### src/rtl/ip_rx_parser.sv
// IPv4 receive parser: validates the header, strips header and Ethernet padding, forwards payload.
// Define IP_RX_CSUM_CHK_EN to also require a correct header checksum.
module ip_rx_parser #(
  parameter logic [31:0] LOCAL_IP     = 32'hC0A8_0102,
  parameter bit          ACCEPT_BCAST = 1'b1,
  parameter int          MAX_IP_LEN   = 1500
) (
  input  logic        rx_mac_aclk,
  input  logic        rx_mac_resetn,
  input  logic [7:0]  rx_axis_mac_tdata,
  input  logic        rx_axis_mac_tvalid,
  input  logic        rx_axis_mac_tlast,
  input  logic        rx_axis_mac_tuser,
  output logic [7:0]  rx_axis_ip_tdata,
  output logic        rx_axis_ip_tvalid,
  output logic        rx_axis_ip_tlast,
  output logic [1:0]  rx_axis_ip_tuser,
  output logic        rx_axis_ip_tdest,
  output logic [31:0] rx_ip_src_addr,
  output logic        rx_ip_drop
);

  localparam logic [2:0] ST_IDLE    = 3'd0;
  localparam logic [2:0] ST_HDR     = 3'd1;
  localparam logic [2:0] ST_VERDICT = 3'd2;
  localparam logic [2:0] ST_PAYLOAD = 3'd3;
  localparam logic [2:0] ST_PAD     = 3'd4;
  localparam logic [2:0] ST_DROP    = 3'd5;
  localparam logic [15:0] MAX_LEN_C = 16'(MAX_IP_LEN);

  logic [2:0]  state_r;
  logic [10:0] byte_cnt_r;
  logic [7:0]  ver_ihl_r;
  logic [15:0] tot_len_r;
  logic [13:0] frag_r;
  logic [7:0]  proto_r;
  logic [31:0] src_cap_r;
  logic [31:0] dst_r;
  logic [7:0]  hold_r;
  logic        hold_vld_r;
  logic        flush_r;
  logic        flush_err_r;
  logic        flush_mac_r;
  logic [7:0]  tdata_r;
  logic        tvalid_r;
  logic        tlast_r;
  logic [1:0]  tuser_r;
  logic        tdest_r;
  logic [31:0] src_out_r;
  logic        drop_r;

  logic        beat_s;
  logic        hdr_phase_s;
  logic [3:0]  ihl_s;
  logic [10:0] hdr_len_s;
  logic [10:0] hdr_last_s;
  logic [10:0] last_idx_s;
  logic        dest_ok_s;
  logic        csum_ok_s;
  logic        verdict_ok_s;

  assign beat_s      = rx_axis_mac_tvalid;
  assign hdr_phase_s = beat_s && ((state_r == ST_IDLE) || (state_r == ST_HDR));
  assign ihl_s       = ver_ihl_r[3:0];
  assign hdr_len_s   = {5'd0, ihl_s, 2'b00};
  // A too-short IHL still reads a full 20-byte header so every field is seen before the verdict.
  assign hdr_last_s  = (ihl_s < 4'd5) ? 11'd19 : (hdr_len_s - 11'd1);
  assign last_idx_s  = tot_len_r[10:0] - 11'd1;
  assign dest_ok_s   = (dst_r == LOCAL_IP) || (ACCEPT_BCAST && (dst_r == 32'hFFFF_FFFF));
  assign verdict_ok_s = (ver_ihl_r[7:4] == 4'd4) && (ihl_s >= 4'd5) &&
                        (tot_len_r >= {5'd0, hdr_len_s}) && (tot_len_r <= MAX_LEN_C) &&
                        (frag_r == 14'd0) && ((proto_r == 8'd1) || (proto_r == 8'd17)) &&
                        dest_ok_s && csum_ok_s;

`ifdef IP_RX_CSUM_CHK_EN
  logic [19:0] csum_acc_r;
  logic [16:0] fold1_s;
  logic [15:0] fold2_s;

  assign fold1_s   = {1'b0, csum_acc_r[15:0]} + {13'd0, csum_acc_r[19:16]};
  assign fold2_s   = fold1_s[15:0] + {15'd0, fold1_s[16]};
  assign csum_ok_s = (fold2_s == 16'hFFFF);

  // Header checksum accumulation: even byte index is the high byte of each word.
  always_ff @(posedge rx_mac_aclk or negedge rx_mac_resetn) begin
    if (!rx_mac_resetn) begin
      csum_acc_r <= 20'd0;
    end else if (hdr_phase_s) begin
      if (state_r == ST_IDLE) begin
        csum_acc_r <= {4'd0, rx_axis_mac_tdata, 8'h00};
      end else if (byte_cnt_r[0]) begin
        csum_acc_r <= csum_acc_r + {12'd0, rx_axis_mac_tdata};
      end else begin
        csum_acc_r <= csum_acc_r + {4'd0, rx_axis_mac_tdata, 8'h00};
      end
    end
  end
`else
  assign csum_ok_s = 1'b1;
`endif

  // Beat counter: index of the current byte within the Ethernet payload.
  always_ff @(posedge rx_mac_aclk or negedge rx_mac_resetn) begin
    if (!rx_mac_resetn) begin
      byte_cnt_r <= 11'd0;
    end else if (beat_s) begin
      byte_cnt_r <= rx_axis_mac_tlast ? 11'd0 : (byte_cnt_r + 11'd1);
    end
  end

  // Header field capture.
  always_ff @(posedge rx_mac_aclk or negedge rx_mac_resetn) begin
    if (!rx_mac_resetn) begin
      ver_ihl_r <= 8'd0;
      tot_len_r <= 16'd0;
      frag_r    <= 14'd0;
      proto_r   <= 8'd0;
      src_cap_r <= 32'd0;
      dst_r     <= 32'd0;
    end else if (hdr_phase_s) begin
      case (byte_cnt_r)
        11'd0:  ver_ihl_r        <= rx_axis_mac_tdata;
        11'd2:  tot_len_r[15:8]  <= rx_axis_mac_tdata;
        11'd3:  tot_len_r[7:0]   <= rx_axis_mac_tdata;
        11'd6:  frag_r[13:8]     <= rx_axis_mac_tdata[5:0];
        11'd7:  frag_r[7:0]      <= rx_axis_mac_tdata;
        11'd9:  proto_r          <= rx_axis_mac_tdata;
        11'd12, 11'd13, 11'd14, 11'd15: src_cap_r <= {src_cap_r[23:0], rx_axis_mac_tdata};
        11'd16, 11'd17, 11'd18, 11'd19: dst_r     <= {dst_r[23:0], rx_axis_mac_tdata};
        default: ;
      endcase
    end
  end

  // Frame FSM, one-byte hold register and registered output stage.
  always_ff @(posedge rx_mac_aclk or negedge rx_mac_resetn) begin
    if (!rx_mac_resetn) begin
      state_r     <= ST_IDLE;
      hold_r      <= 8'd0;
      hold_vld_r  <= 1'b0;
      flush_r     <= 1'b0;
      flush_err_r <= 1'b0;
      flush_mac_r <= 1'b0;
      tdata_r     <= 8'd0;
      tvalid_r    <= 1'b0;
      tlast_r     <= 1'b0;
      tuser_r     <= 2'b00;
      tdest_r     <= 1'b0;
      src_out_r   <= 32'd0;
      drop_r      <= 1'b0;
    end else begin
      tvalid_r <= 1'b0;
      tlast_r  <= 1'b0;
      tuser_r  <= 2'b00;
      drop_r   <= 1'b0;
      flush_r  <= 1'b0;
      // The tlast beat carried payload: its byte goes out one cycle after the previous one.
      if (flush_r) begin
        tvalid_r   <= 1'b1;
        tdata_r    <= hold_r;
        tlast_r    <= 1'b1;
        tuser_r    <= {flush_err_r, flush_mac_r};
        hold_vld_r <= 1'b0;
      end
      if (beat_s) begin
        case (state_r)
          ST_IDLE: begin
            if (rx_axis_mac_tlast) begin
              drop_r <= 1'b1;
            end else begin
              state_r <= ST_HDR;
            end
          end
          ST_HDR: begin
            if (rx_axis_mac_tlast) begin
              drop_r  <= 1'b1;
              state_r <= ST_IDLE;
            end else if (byte_cnt_r == hdr_last_s) begin
              state_r <= ST_VERDICT;
            end
          end
          ST_VERDICT: begin
            if (rx_axis_mac_tlast) begin
              drop_r  <= 1'b1;
              state_r <= ST_IDLE;
            end else if (!verdict_ok_s) begin
              drop_r  <= 1'b1;
              state_r <= ST_DROP;
            end else begin
              tdest_r   <= (proto_r == 8'd1);
              src_out_r <= src_cap_r;
              if (tot_len_r == {5'd0, hdr_len_s}) begin
                hold_vld_r <= 1'b0;
                state_r    <= ST_PAD;
              end else begin
                hold_r     <= rx_axis_mac_tdata;
                hold_vld_r <= 1'b1;
                state_r    <= (byte_cnt_r == last_idx_s) ? ST_PAD : ST_PAYLOAD;
              end
            end
          end
          ST_PAYLOAD: begin
            tvalid_r <= 1'b1;
            tdata_r  <= hold_r;
            hold_r   <= rx_axis_mac_tdata;
            if (rx_axis_mac_tlast) begin
              flush_r     <= 1'b1;
              flush_err_r <= (byte_cnt_r != last_idx_s);
              flush_mac_r <= rx_axis_mac_tuser;
              state_r     <= ST_IDLE;
            end else if (byte_cnt_r == last_idx_s) begin
              state_r <= ST_PAD;
            end
          end
          ST_PAD: begin
            if (rx_axis_mac_tlast) begin
              state_r <= ST_IDLE;
              if (hold_vld_r) begin
                tvalid_r   <= 1'b1;
                tdata_r    <= hold_r;
                tlast_r    <= 1'b1;
                tuser_r    <= {1'b0, rx_axis_mac_tuser};
                hold_vld_r <= 1'b0;
              end
            end
          end
          ST_DROP: begin
            if (rx_axis_mac_tlast) begin
              state_r <= ST_IDLE;
            end
          end
          default: state_r <= ST_IDLE;
        endcase
      end
    end
  end

  assign rx_axis_ip_tdata  = tdata_r;
  assign rx_axis_ip_tvalid = tvalid_r;
  assign rx_axis_ip_tlast  = tlast_r;
  assign rx_axis_ip_tuser  = tuser_r;
  assign rx_axis_ip_tdest  = tdest_r;
  assign rx_ip_src_addr    = src_out_r;
  assign rx_ip_drop        = drop_r;

endmodule

### config.mk
export PLATFORM = sky130hd
export DESIGN_NAME = ip_rx_parser
export DESIGN_NICKNAME = d
export VERILOG_FILES = /design/src/rtl/ip_rx_parser.sv
export SDC_FILE = /design/constraint.sdc
export NUM_CORES = 1
export LEC_CHECK = 0
export ABC_AREA = 1
export CELL_PAD_IN_SITES_DETAIL_PLACEMENT = 0
export CELL_PAD_IN_SITES_GLOBAL_PLACEMENT = 1
export CORE_AREA = 2 2 138 140
export CTS_CLUSTER_DIAMETER = 60
export CTS_CLUSTER_SIZE = 40
export DETAILED_ROUTE_END_ITERATION = 6
export DIE_AREA = 0 0 140 142
export PLACE_DENSITY_LB_ADDON = 0.1
export SYNTH_ARGS = -nofsm -noshare
export SYNTH_HDL_FRONTEND = slang
export SYNTH_SLANG_ARGS = --single-unit
### constraint.sdc
create_clock -name rx_mac_aclk -period 4.06 [get_ports rx_mac_aclk]
set_clock_uncertainty 0.1 [all_clocks]
set_input_delay 0.812 -clock rx_mac_aclk [delete_from_list [all_inputs] [get_ports rx_mac_aclk]]
set_output_delay 0.812 -clock rx_mac_aclk [all_outputs]
set_load 0.05 [all_outputs]
Word-level counts from Yosys, hierarchy flattened
Index checks and enable logic that the tools add are counted.

Bits in registers: 182. Input bits: 13. Word-level logic and storage cells: 143.

Add/subtract/negate cells: 3. Order comparisons: 4. Equality and inequality tests: 34. Mux-type cells: 49. Bitwise logic cells: 1. Reduce and logical (&&, ||, !) cells: 30.

Operators by type and width (count): $eq 32x32->1 const B (2); $mux 8 (7); $eq 11x4->1 const B (5); $eq 11x5->1 const B (4); $pmux 8 s2 (2); $mux 3 (10); $eq 11x11->1 (2); $eq 11x2->1 const B (2); $eq 11x3->1 const B (2); $mux 11 (2); $mux 1 (19); $eq 16x6->1 (1); $ge 16x6->1 (1); $le 16x11->1 const B (1); $reduce_and 2->1 (8); $pmux 3 s5 (1); $logic_not 14->1 (1); $add 11x1->11 const B (1); $logic_not 11->1 (1); $ne 11x11->1 (1); $sub 11x1->11 const B (1); $mux 2 (5); $reduce_and 5->1 (2); $eq 8x1->1 const B (1); other kinds (22) (39).

Depth between registers and ports, before layout
Gate-level depths: netlist of run 1.

Depth after elaboration: 11. Mapped depth: 17. Depth with buffers taken out: 17.

Worst setup path after synthesis of run 1
Ideal clock, no wire load.

Path kind: input -> register. Start point: input rx_axis_mac_tvalid. End point: register tdata_r[0], in the netlist rx_axis_ip_tdata[0]. Setup time: 0.125 ns. Arrival: 1.971 ns. Data required time: 3.835 ns. Path slack: 1.864 ns. Stages: 6. Cell sequence: buf_2 > nand2_1 > inv_1 > nand3_1 > o211ai_2 > mux2_2.

Word-level cells in the longest chain between the ends: 1.

RTL lines: start: declaration (RTL line 11) `input logic rx_axis_mac_tvalid,`; $mux 8 (RTL line 165) `if (beat_s) begin`; end signal: assignment (RTL line 160) `tdata_r <= hold_r;`; end signal: assignment (RTL line 204) `tdata_r <= hold_r;`; end signal: assignment (RTL line 220) `tdata_r <= hold_r;`; end: declaration (RTL line 44) `logic [7:0] tdata_r;`.

No other way between the ends. A chain may end at the register's enable or synchronous reset.

Worst setup path after layout of run 1
Start point: register tot_len_r[0]. End point: register src_out_r[4], in the netlist rx_ip_src_addr[4].

Word-level cells in the longest chain between the ends: 7.

RTL lines: start: declaration (RTL line 34) `logic [15:0] tot_len_r;`; start signal: assignment (RTL line 124) `11'd3: tot_len_r[7:0] <= rx_axis_mac_tdata;`; $ge 16x6->1 (RTL line 71) `(tot_len_r >= {5'd0, hdr_len_s}) && (tot_len_r <= MAX_LEN_C) &&`; $logic_and 1x1->1 (RTL line 70) `assign verdict_ok_s = (ver_ihl_r[7:4] == 4'd4) && (ihl_s >= 4'd5) &&`; $logic_and 1x1->1 (*) (2 in a row) (RTL line 71); $logic_and 1x1->1 (*) (2 in a row) (RTL line 72) `(frag_r == 14'd0) && ((proto_r == 8'd1) || (proto_r == 8'd17)) &&`; $reduce_and 4->1 (no line) (*); end signal: assignment (RTL line 191) `src_out_r <= src_cap_r;`; end: declaration (RTL line 49) `logic [31:0] src_out_r;`.

Mark *: on every way between the ends. The rest lies on a longest branch, timed or not.

==> flow_summary.yaml, run 1 <==
run_status:
  status: "finished, violations left"
  failed_checks: "DRC"
floorplanning:
  die_x_um: 140
  coreArea_um2: 18460
  io-pin-count: 59
  rows: 50
  start_util_pct: 44.18
  dieArea_um2: 19880
  die_h_um: 142
clocking:
  clock_latency_ns: 0.43
  cts-buffers-inserted: 17
  clock-sinks: 182
  cts_resized: 0
  htree_levels: 4
  cts.clk_slew.worst_paths_ns: 0.07
  clockBufferDepth: 2
  hold_buffers: 0
  ctsRootBufferMaster: "clkbuf_16"
  cts_tree: "done"
  cts_setup_buffers: 0
finish:
  diodes: 0
  utilization_pct: 51.66
  final_nets: 1039
  area_delta_synth_final_pct: 16.92
  drive_gt1_share_pct: 6.907
place:
  port_buffers: 58
  gp_congestion: 0.8433
  dp_slack_ns: 0.9257
  dp_hpwl_um: 12860
global_routing:
  grt_max_degree: 86
  grt_pass1_vias: 5938
  grt_usage_pct: 19.90
  grt_first_pass_wirelength_um: 30990
  grt_antenna_before_repair: 0
  grt_overflow: 0
critical_path:
  required_ns: 4.30
  reg2reg_from: "tot_len_r[0]"
  critPathLaunchType: "flip-flop"
  worst_setup_path_end_kind: "flip-flop"
  rr_endpoint: "rx_ip_src_addr[4]"
  endpoint: "rx_ip_src_addr[4]"
  worstPathArrival_ns: 3.02
  path_class: "reg2reg"
  r2r_slack_ns: 1.28
  rr_worst_depth: 15
  cp_max_fo: 58
  cp-startpoint: "tot_len_r[0]"
synth:
  syn-num-nets: 983
  synth-edff-count: 0
  synth_top_flop_cell: "dfrtp_1"
  synth_area_um2: 8154
  ys_seq_elements: 182
  synthDominantCellAreaShare_pct: 55.85
  syn_inst: 959
  yosysWarnings: 0
  yosysTopAreaCell: "dfrtp_1"
  syn_avg_cell_area_um2: 8.503
  yosys-top-cells-count: "nand2_1 (289), dfrtp_1 (182), o21ai_0 (131), inv_1 (100), nor2_1 (65)"
  postSynth.asyncResetShare_pct: 100.0
  ys_seq_area_share_pct: 55.85
  synth.top_cells.by_area: "dfrtp_1 (56%), nand2_1 (13%), o21ai_0 (8.0%)"
  yosysUniqueCellTypes: 35
  synth_most_common_cell: "nand2_1"
sta:
  max_freq_mhz: 359.6
  tns_ns: 0
  maxSlewViolCount: 0
  worst_pin_slew_ns: 0.9937
  setup_viol_count_final: 0
  fin_crit_ns: 2.781
  fin_ws_ns: 1.279
  timing_hold_violations_final: 0
  final.period_utilization_pct: 68.49
  rsz0062_at_grt: "no"
  relSlewSlack_pct: 33.52
routing:
  wl_um: 18720
  drc: 4
  drt_iter0_markers: 446
  post_drt_wl_per_cell_um: 14.83
  antenna_left: 0
  drtPass1Iterations: 7
  viasPerCell: 4.931
  num_vias: 6223
min_path:
  min_path_type: "in2async"
power_and_ir_drop:
  cellLeakagePower_nw: 4.519
  ir_worst_vdd_v: 0.0003069
  total_power_w: 0.005542
  power_density_nw_per_um2: 581.2
flow_run:
  cap_violations: 0
## cell usage in the layout, fill, tap and decap left out, types with 2 or more instances in the layout
master	instances
inv_6	7
nor2_2	6
nand4_1	7
inv_1	100
ha_1	11
xor2_1	7
a21oi_1	13
nand2_2	2
a211oi_1	2
xnor2_1	3
nor3_2	2
nor2_1	65
nand3b_1	2
mux2_2	10
nand3_1	50
nand2_4	2
buf_4	7
o21ai_2	5
clkinv_2	2
o21ai_0	131
clkdlybuf4s50_1	57
nor3_1	24
nand2_1	287
clkbuf_8	3
a31oi_1	3
clkbuf_16	17
clkinv_4	2
dfrtp_1	182
o21ai_1	6
## sequential cells by signal, summed over array words and instances (netlist names), 8 cells and up
| signal | cells |
|---|---|
| src_cap_r | 32 |
| rx_ip_src_addr | 32 |
| proto_r | 8 |
| byte_cnt_r | 11 |
| ver_ihl_r | 8 |
| rx_axis_ip_tdata | 8 |
| tot_len_r | 16 |
| frag_r | 14 |
| dst_r | 32 |
| hold_r | 8 |
## cells by family (layout without fill, tap and decap cells)
group           Yosys count  after routing  share of synthesized area, %
compound gates          164            164                         10.60
fa+ha+maj                11             11                         1.688
simple gates            453            453                         23.14
buf+inv                 129            198                         6.261
xor+xnor                 10             10                         1.074
flops                   182            182                         55.85
mux                      10             10                         1.381
## critical path, cell delays in order, from the launching register on
cell     delay (ns)
dfrtp_1        0.41
inv_1          0.15
ha_1           0.26
inv_1          0.08
nand2_1        0.10
o21ai_0        0.20
nand4_1        0.10
nand2_1        0.07
nand2_1        0.07
nand2_1        0.14
nor3_2         0.06
buf_4          0.19
nand2_2        0.06
buf_4          0.45
nand2_1        0.12
o21ai_0        0.11
## through the flow
| stage | hold WS, ns | area (um^2) | std cells |
|---|---|---|---|
| 4_1_cts | 0.3663 | 9534 | 1262 |
| 3_3_place_gp | 0.3512 | 8974 | 1230 |
| 2_1_floorplan | 0.3364 | 8154 | 959 |
| 3_5_place_dp | 0.3574 | 8974 | 1230 |
| 5_1_grt | 0.3934 | 9534 | 1262 |
| 6_report | 0.3444 | 9534 | 1262 |
## final cells by class
class | instances | area [um^2]
Tap cell | 234 | 292.8
Fill cell | 1737 | 8921
Clock inverter | 13 | 107.6
Inverter | 100 | 375.4
Multi-Input combinational cell | 648 | 3094
Sequential cell | 182 | 4554
Timing Repair Buffer | 66 | 656.9
Clock buffer | 19 | 452.9
## worst min-delay path by stage
stage | end | start | cells after the start | slack [ns]
2_1_floorplan | hold_r[0] | hold_r[0] | 2 | 0.34
3_3_place_gp | hold_r[2] | hold_r[2] | 2 | 0.35
3_5_place_dp | hold_r[3] | hold_r[3] | 2 | 0.36
4_1_cts | dst_r[27] | rx_mac_resetn | 1 | 0.37
5_1_grt | dst_r[31] | rx_mac_resetn | 1 | 0.39
6_report | dst_r[31] | rx_mac_resetn | 1 | 0.34
## power breakdown
part           switching [W]  internal, W
Combinational       0.000998     0.000560
Clock               0.000744     0.000834
Sequential          0.000259      0.00215
## routing by layer
layer	track usage [%]	part of all wire (%)
met4	6.539	1.9
met2	33.39	48
met5	0	0
met3	3.331	3.2
met1	26.59	47
Power figures use the tool's default switching activity.
==> inputs of run 2 (changes only) <==
CORE_AREA = 2 2 146 148   (was 2 2 138 140)
DIE_AREA = 0 0 148 150   (was 0 0 140 142)
clock period = 2.3 ns   (was 4.06 ns; I/O delays follow)
==> flow_summary.yaml, run 2 (same netlist as run 1, synthesis figures left out) <==
run_status:
  status: "finished clean"
critical_path:
  cp_max_fo: 2
  critPathLaunchType: "flip-flop"
  r2r_slack_ns: 0.09
  required_ns: 1.74
  rr_worst_depth: 12
  cpMaxStageDelayCell: "clkdlybuf4s50_1"
  cp_num_buf_inv: 1
  reg2reg_from: "ver_ihl_r[0]"
  rr_endpoint: "rx_ip_src_addr[17]"
  path_depth: 1
  worst_setup_path_end_kind: "output pin"
  path_class: "reg2out"
  endpoint: "rx_ip_src_addr[10]"
  path_delay_family: "buffers and inverters"
  max_stage_delay_ns: 0.82
  crit_chain: "clkdlybuf4s50_1"
  worstPathArrival_ns: 1.65
  cp-startpoint: "rx_ip_src_addr[10]"
power_and_ir_drop:
  total_power_w: 0.01048
  cellLeakagePower_nw: 4.909
  power_density_nw_per_um2: 1011
  ir_worst_vdd_v: 0.0006010
floorplanning:
  rows: 53
  start_util_pct: 39.41
  io-pin-count: 59
  die_h_um: 150
  die_x_um: 148
  dieArea_um2: 22200
  coreArea_um2: 20690
sta:
  fin_ws_ns: 0.08895
  max_freq_mhz: 452.3
  rsz0062_at_grt: "yes"
  fin_crit_ns: 2.211
  maxSlewViolCount: 0
  setup_viol_count_final: 0
  final.period_utilization_pct: 96.13
  worst_pin_slew_ns: 0.5766
  timing_hold_violations_final: 0
  relSlewSlack_pct: 61.26
clocking:
  htree_levels: 4
  cts_tree: "done"
  clock-sinks: 182
  ctsRootBufferMaster: "clkbuf_16"
  cts.clk_slew.worst_paths_ns: 0.07
  clockBufferDepth: 2
  clock_latency_ns: 0.44
  cts-buffers-inserted: 17
place:
  dp_hpwl_um: 13910
  gp_congestion: 0.8291
  port_buffers: 58
  dp_slack_ns: -0.08761
  dpl_cell_area_um2: 9470
finish:
  utilization_pct: 50.10
  diodes: 0
  final_cell_mix: "nand2_1 (271), dfrtp_1 (182), o21ai_0 (119), inv_1 (95), nor2_1 (60)"
  final_common_cell: "nand2_1"
  drive_gt1_share_pct: 14.93
  final_nets: 1096
  final_cell_area_um2: 10360
  area_delta_synth_final_pct: 27.11
routing:
  num_vias: 6466
  post_drt_wl_per_cell_um: 15.03
  drc: 0
  viasPerCell: 4.754
  drtPass1Iterations: 5
  drt_iter0_markers: 284
  antenna_left: 0
  wl_um: 20440
min_path:
  min_path_type: "reg2reg"
  holdPathStages: 2
global_routing:
  grt_antenna_before_repair: 0
  grt_max_degree: 59
  grt_usage_pct: 18.81
  grt_pass1_vias: 6355
  grt_first_pass_wirelength_um: 32730
  grt_overflow: 0
flow_run:
  cap_violations: 0
-- run 2: cell types whose count changed in the layout (fill, tap and decap cells not counted), moves of 8 or more --
cell,delta
buf_12,+8
buf_4,+41
nand2_1,-16
nand2_2,+15
o21ai_0,-12
o21ai_1,+11
-- run 2: layer usage --
layer / wire, um / vias to the layer above / global-route usage (%)
li1: - / 3314 / -
met2: 10070 / 70 / 31.39
met5: 0 / - / 0
met1: 9542 / 3061 / 25.32
met3: 505 / 21 / 3.506
met4: 324 / 0 / 5.000
-- run 2: tightest hold or removal path, stage by stage (launching register included) --
cell and delay [ns]:
dfrtp_1 0.34, nand2_1 0.05, nand2_1 0.04
-- run 2: worst min path at each step --
stage                              from       endpoint
final                         hold_r[1]      hold_r[1]
after CTS                     hold_r[0]      hold_r[0]
after detailed placement  rx_mac_resetn      dst_r[20]
after global placement    rx_mac_resetn      dst_r[22]
after global routing       ver_ihl_r[7]   ver_ihl_r[7]
after floorplan           rx_mac_resetn  byte_cnt_r[0]
-- run 2: layout make-up --
cell class                 count  area (um^2)
inverter                     100        375.4
timing repair buffer         123         1255
clock inverter                15        183.9
multi-input combinational    648         3227
clock buffer                  17        425.4
tap                          275        344.1
sequential                   182         4554
fill                        2025        10320
-- run 2: metrics by stage --
stage	hold WS, ns	setup TNS (ns)	cells
global route	0.4008	-1.009	1360
finish	0.3702	0	1360
detailed placement	0.3442	-1.861	1317
floorplan	0.06441	0	959
CTS	0.3761	0	1350
global placement	0.3452	-0.04423	1317
-- run 2: power by group --
part,leakage [nW],total [W],switching [W],internal (W)
combinational,2.20,0.00327,0.00196,0.00130
sequential,2.41,0.00419,0.000402,0.00379
clock,0.291,0.00303,0.00138,0.00165
-- run 2: repair_timing --
item,in CTS,in global routing
gates resized for setup,1,53
hold buffers,1,0
endpoints found under the hold margin,41,0
pin swaps,1,12
setup endpoints to repair,1,48
buffers inserted,0,4
gates cloned,0,6
==> inputs of run 3 (changes only) <==
SLEW_MARGIN = 20   (was default)
==> results of run 3 <==
Same layout as run 2: the final DEF is identical, and so are final timing and power.
